### src/rtl/data_mem_arbiter.sv
`default_nettype none
// ============================================================================
// Module      : data_mem_arbiter
// Description : Round-robin arbiter with a bounded burst that shares one
//               single-port data RAM between the processor data port (m0)
//               and the image DMA engine (m1). Read data returns tagged to
//               the issuing master after RD_LAT cycles.
// Revision    : 1.0 - initial release
// ============================================================================
module data_mem_arbiter #(
  parameter int AW        = 32,
  parameter int DW        = 32,
  parameter int RD_LAT    = 1,
  parameter int MAX_BURST = 4
) (
  input  logic          clk,
  input  logic          reset,
  input  logic          m0_req,
  input  logic          m0_we,
  input  logic [AW-1:0] m0_addr,
  input  logic [DW-1:0] m0_wdata,
  input  logic          m1_req,
  input  logic          m1_we,
  input  logic [AW-1:0] m1_addr,
  input  logic [DW-1:0] m1_wdata,
  output logic          m0_gnt,
  output logic          m1_gnt,
  output logic          m0_rvalid,
  output logic          m1_rvalid,
  output logic [DW-1:0] m0_rdata,
  output logic [DW-1:0] m1_rdata,
  output logic          mem_we,
  output logic [AW-1:0] mem_addr,
  output logic [DW-1:0] mem_wdata,
  input  logic [DW-1:0] mem_rdata
);

  localparam logic [3:0] c_max_burst = 4'(MAX_BURST);
  localparam logic [3:0] c_cnt_max   = 4'hf;

  logic              r_owner;     // last granted master (0 = m0, 1 = m1)
  logic [3:0]        r_cnt;       // consecutive accepts by r_owner
  logic [RD_LAT-1:0] r_pipe_vld;  // read-return pipeline valid bits
  logic [RD_LAT-1:0] r_pipe_id;   // read-return pipeline master ids

  logic w_sel;        // selected master when any request is present
  logic w_accept;     // a transfer is accepted at the next edge
  logic w_sel_we;     // write flag of the selected master
  logic w_rd_accept;  // the accepted transfer is a read

  // Select a master: single requester always wins, ties follow owner until its burst is spent
  always_comb begin
    w_sel = 1'b0;
    if (m0_req && m1_req) begin
      w_sel = (r_cnt < c_max_burst) ? r_owner : ~r_owner;
    end else if (m1_req) begin
      w_sel = 1'b1;
    end
  end

  // Grants are held low while reset is asserted so nothing is accepted during reset
  assign w_accept    = reset & (m0_req | m1_req);
  assign w_sel_we    = w_sel ? m1_we : m0_we;
  assign w_rd_accept = w_accept & ~w_sel_we;

  assign m0_gnt    = w_accept & ~w_sel;
  assign m1_gnt    = w_accept &  w_sel;

  // With no selection the address defaults to m0 and the write enable is low
  assign mem_addr  = (w_accept & w_sel) ? m1_addr  : m0_addr;
  assign mem_wdata = (w_accept & w_sel) ? m1_wdata : m0_wdata;
  assign mem_we    = w_accept & w_sel_we;

  assign m0_rdata  = mem_rdata;
  assign m1_rdata  = mem_rdata;
  assign m0_rvalid = r_pipe_vld[RD_LAT-1] & ~r_pipe_id[RD_LAT-1];
  assign m1_rvalid = r_pipe_vld[RD_LAT-1] &  r_pipe_id[RD_LAT-1];

  // Track the burst owner and its saturating run length; an idle cycle ends the run
  always_ff @(posedge clk or negedge reset) begin
    if (!reset) begin
      r_owner <= 1'b0;
      r_cnt   <= 4'd0;
    end else if (w_accept) begin
      if (w_sel == r_owner) begin
        r_cnt <= (r_cnt == c_cnt_max) ? r_cnt : r_cnt + 4'd1;
      end else begin
        r_owner <= w_sel;
        r_cnt   <= 4'd1;
      end
    end else begin
      r_cnt <= 4'd0;
    end
  end

  generate
    if (RD_LAT == 1) begin : g_pipe_single
      // Single-stage read return: capture the accepted read's id
      always_ff @(posedge clk or negedge reset) begin
        if (!reset) begin
          r_pipe_vld <= '0;
          r_pipe_id  <= '0;
        end else begin
          r_pipe_vld <= w_rd_accept;
          r_pipe_id  <= w_sel;
        end
      end
    end else begin : g_pipe_multi
      // Multi-stage read return: shift {valid, id} toward the output stage
      always_ff @(posedge clk or negedge reset) begin
        if (!reset) begin
          r_pipe_vld <= '0;
          r_pipe_id  <= '0;
        end else begin
          r_pipe_vld <= {r_pipe_vld[RD_LAT-2:0], w_rd_accept};
          r_pipe_id  <= {r_pipe_id[RD_LAT-2:0], w_sel};
        end
      end
    end
  endgenerate

endmodule
`default_nettype wire

### config.mk
export PLATFORM = sky130hd
export DESIGN_NAME = data_mem_arbiter
export DESIGN_NICKNAME = d
export VERILOG_FILES = /design/src/rtl/data_mem_arbiter.sv
export SDC_FILE = /design/constraint.sdc
export NUM_CORES = 1
export LEC_CHECK = 0
export BUFFER_PORTS_ARGS = -buffer_cell sky130_fd_sc_hd__buf_4
export CAP_MARGIN = 20
export CORE_AREA = 2 2 116 118
export DETAILED_ROUTE_END_ITERATION = 12
export DIE_AREA = 0 0 118 120
export GPL_TIMING_DRIVEN = 1
export REMOVE_ABC_BUFFERS = 1
export SLEW_MARGIN = 15
export SYNTH_ARGS = -nofsm -noshare
export SYNTH_HDL_FRONTEND = slang
export SYNTH_SLANG_ARGS = --single-unit
### constraint.sdc
create_clock -name clk -period 4.7 [get_ports clk]
set_clock_uncertainty 0.15 [all_clocks]
set_input_delay 0 -clock clk [delete_from_list [all_inputs] [get_ports clk]]
set_output_delay 0 -clock clk [all_outputs]
set_load 0.03 [all_outputs]
==> impl_metrics.ini <==
[status]
status = complete, no violations

[setup_path]
crit_top_cell = buf_4
criticalPathCategory = reg2out
cp-start-kind = flip-flop
r2r-end = r_pipe_vld
reg2reg_depth = 4
required_ns = 4.55
crit_chain = nor2_1, o2111a_2, buf_4, mux2_2, buf_4
r2r_start = r_cnt[2]
reg2reg_slack_ns = 2.32
cp-endpoint = mem_wdata[26]
slowest_delay_ns = 0.52
crit_arrival_ns = 2.60
crit_start = r_cnt[2]
cp_max_fo = 37
critical_path.slowest_cell = buf_4
cp-end-kind = primary output

[synthesis]
post-synth-top-area-fraction = 0.262
ys.flop_type = dfrtp_1
synthTopCellsByArea = buf_4, mux2_4, mux2_2, dfrtp_1, buf_6
synth_adder_area_share = 0.00683
synthCells = 185
synth-simple-area-share = 0.0498
yosys_warnings = 0
async_flop_share = 1.00
synth_enable_flop_cells = 0
synth_top_family_by_area = multiplexers
synthXorXnorAreaFrac = 0.00478
synth-seq-cells = 7
synth_compound_area_frac = 0.0553
ys_seq_area_frac = 0.0956
syn-mean-instance-area_um2 = 9.91
synth_cell_types = 30
synth_area_um2 = 1830
yosysTopAreaCell = buf_4
muxShareOfSynthArea = 0.472
synth_common_cells = buf_4, mux2_2, mux2_4
synth.most_common_cell = buf_4

[sta]
hold_viol = 0
slew_violations = 0
rsz0062_at_grt = no
fin_crit_sh = 0.586
fmax_mhz = 363
finalSetupViolations = 0
slew_headroom = 0.482
worstMarginPinSlew_ns = 0.775
finalCriticalPeriod_ns = 2.75
fin_setup_tns_ns = 0

[pwr]
cellLeakagePower_nw = 1.72
power_density_nw_per_um2 = 207
power_switching_mw = 0.311
switching_share = 0.433
p_total_mw = 0.718
clkPwrFrac = 0.204
internal_power_mw = 0.407
seqPwrFrac = 0.099
ir_drop_mv = 0.0820
p_comb_frac = 0.697

[run]
maxCapViolCount = 0

[global_route]
grt_max_degree = 38
grt_first_pass_wirelength_mm = 12.6
grt_pass1_vias = 2003
antenna_found_initial = 0
overflow = 0
grt_usage = 0.117

[cells_and_area]
final_cell_area_um2 = 3470
seq_area_um2 = 175
multi_input_area_um2 = 1080
fin_nets = 523
n_fill_cell = 1402
area_growth_pct = 89.3
antenna_cells = 0
drive_gt1_frac = 0.772

[clock_network]
cts-root-buf = clkbuf_16
cts_buffers = 3
cts_buffer_depth = 2
cts_sinks = 7
htreeDepth = 1
cts_tree = done
clkSlewWorstSetupHoldPaths_ns = 0.04
cts_resized = 0
postCtsSetupBuffers = 0
clkLatencyLatePin_ns = 0.23

[route]
final_antenna_net_count = 0
wl_met3_um = 979
vias_per_cell = 3.82
routed_wl_mm = 9.02
first_pass_iters = 5
vias = 2029
route.met2.wl_mm = 3.97
highest_layer = met4
wl_per_cell_um = 17.0
met1_length_mm = 4.02
drt_iter0_drc = 66
drc = 0

[placed_design]
port_buffers = 202
dp_hpwl_mm = 7.29
place_congestion = 0.687
post_dp_cell_area_um2 = 3020

[floorplanning]
core_area_um2 = 13000
io_pins = 299
num_rows = 42
start_util = 0.141
die_area_um2 = 14200
chipWidth_um = 118
die_h_um = 120

[min_path]
hold_path_class = in2async
power by group through the flow:
| stage | logic [mW] | clock network [mW] | registers, mW |
|---|---|---|---|
| finish | 0.500 | 0.146 | 0.0712 |
| global route | 0.521 | 0.154 | 0.0720 |
| floorplan | 0.221 | 0 | 0.0704 |
| detailed placement | 0.400 | 0 | 0.0720 |
| global placement | 0.397 | 0 | 0.0714 |
| CTS | 0.500 | 0.150 | 0.0711 |
layout by cell type (no fill, tap or decap), types with 2 or more instances in the layout:
cell type,count
nand3_1,2
dlygate4sd3_1,37
mux2_2,35
dfrtp_1,7
o21ai_0,3
nand2_1,3
a22o_1,2
and2_1,2
buf_4,204
nor2_1,4
a31oi_1,3
clkbuf_16,3
mux2_4,30
mux2i_1,2
inv_1,4
critical path: cells and delay by family, from the launching register on:
family	cells	cell delay (ns)
mux	1	0.41
buf+inv	2	0.69
simple gates	1	0.35
flops	1	0.45
compound gates	1	0.44
worst min-delay path by stage:
stage,start,end,slack [ns],depth (start not counted)
global route,reset,r_cnt[0],0.01,2
floorplan,reset,r_cnt[0],-0.45,0
CTS,reset,r_cnt[0],0.008,2
global placement,reset,r_cnt[1],-0.31,1
detailed placement,reset,r_cnt[0],-0.31,1
finish,reset,r_cnt[0],0.002,2
layout make-up:
cell class | count | area share
Multi-Input combinational cell | 99 | 0.311
Inverter | 4 | 0.00433
Timing Repair Buffer | 241 | 0.548
Tap cell | 176 | 0.0635
Clock buffer | 4 | 0.0227
Sequential cell | 7 | 0.0505
repair_timing:
action / in CTS / in global routing
setup endpoints to repair: 0 / 0
hold buffers: 37 / 0
hold endpoints to repair: 75 / 0
cell families after synthesis:
| group | count (synthesis) |
|---|---|
| buffers and inverters | 79 |
| multiplexers | 67 |
| AND/OR/NAND/NOR | 17 |
| AO/OA/AOI/OAI | 13 |
| flip-flops | 7 |
| XOR/XNOR | 1 |
| adder cells (fa/ha/maj) | 1 |
state kept, by name, indices dropped and copies added (netlist names):
| signal | count |
|---|---|
| r_pipe_id | 1 |
| r_cnt | 4 |
| r_owner | 1 |
| r_pipe_vld | 1 |
metal layers:
metal / track usage / vias to the layer above
met4: 0.0181 / 0
met3: 0.0542 / 2
met2: 0.160 / 138
met1: 0.167 / 967
met5: 0 / -
li1: - / 922
per-stage QoR:
| step | cells | hold WS (ns) | setup WS (ns) | utilization |
|---|---|---|---|---|
| after global routing | 531 | 0.0136 | 1.78 | 0.267 |
| after detailed placement | 490 | -0.309 | 2.23 | 0.233 |
| after CTS | 531 | 0.00811 | 1.97 | 0.267 |
| after global placement | 490 | -0.312 | 2.31 | 0.233 |
| after floorplan | 110 | -0.446 | 2.04 | - |
| final | 531 | 0.00226 | 1.95 | 0.267 |
(Power assumes the default switching activity.)
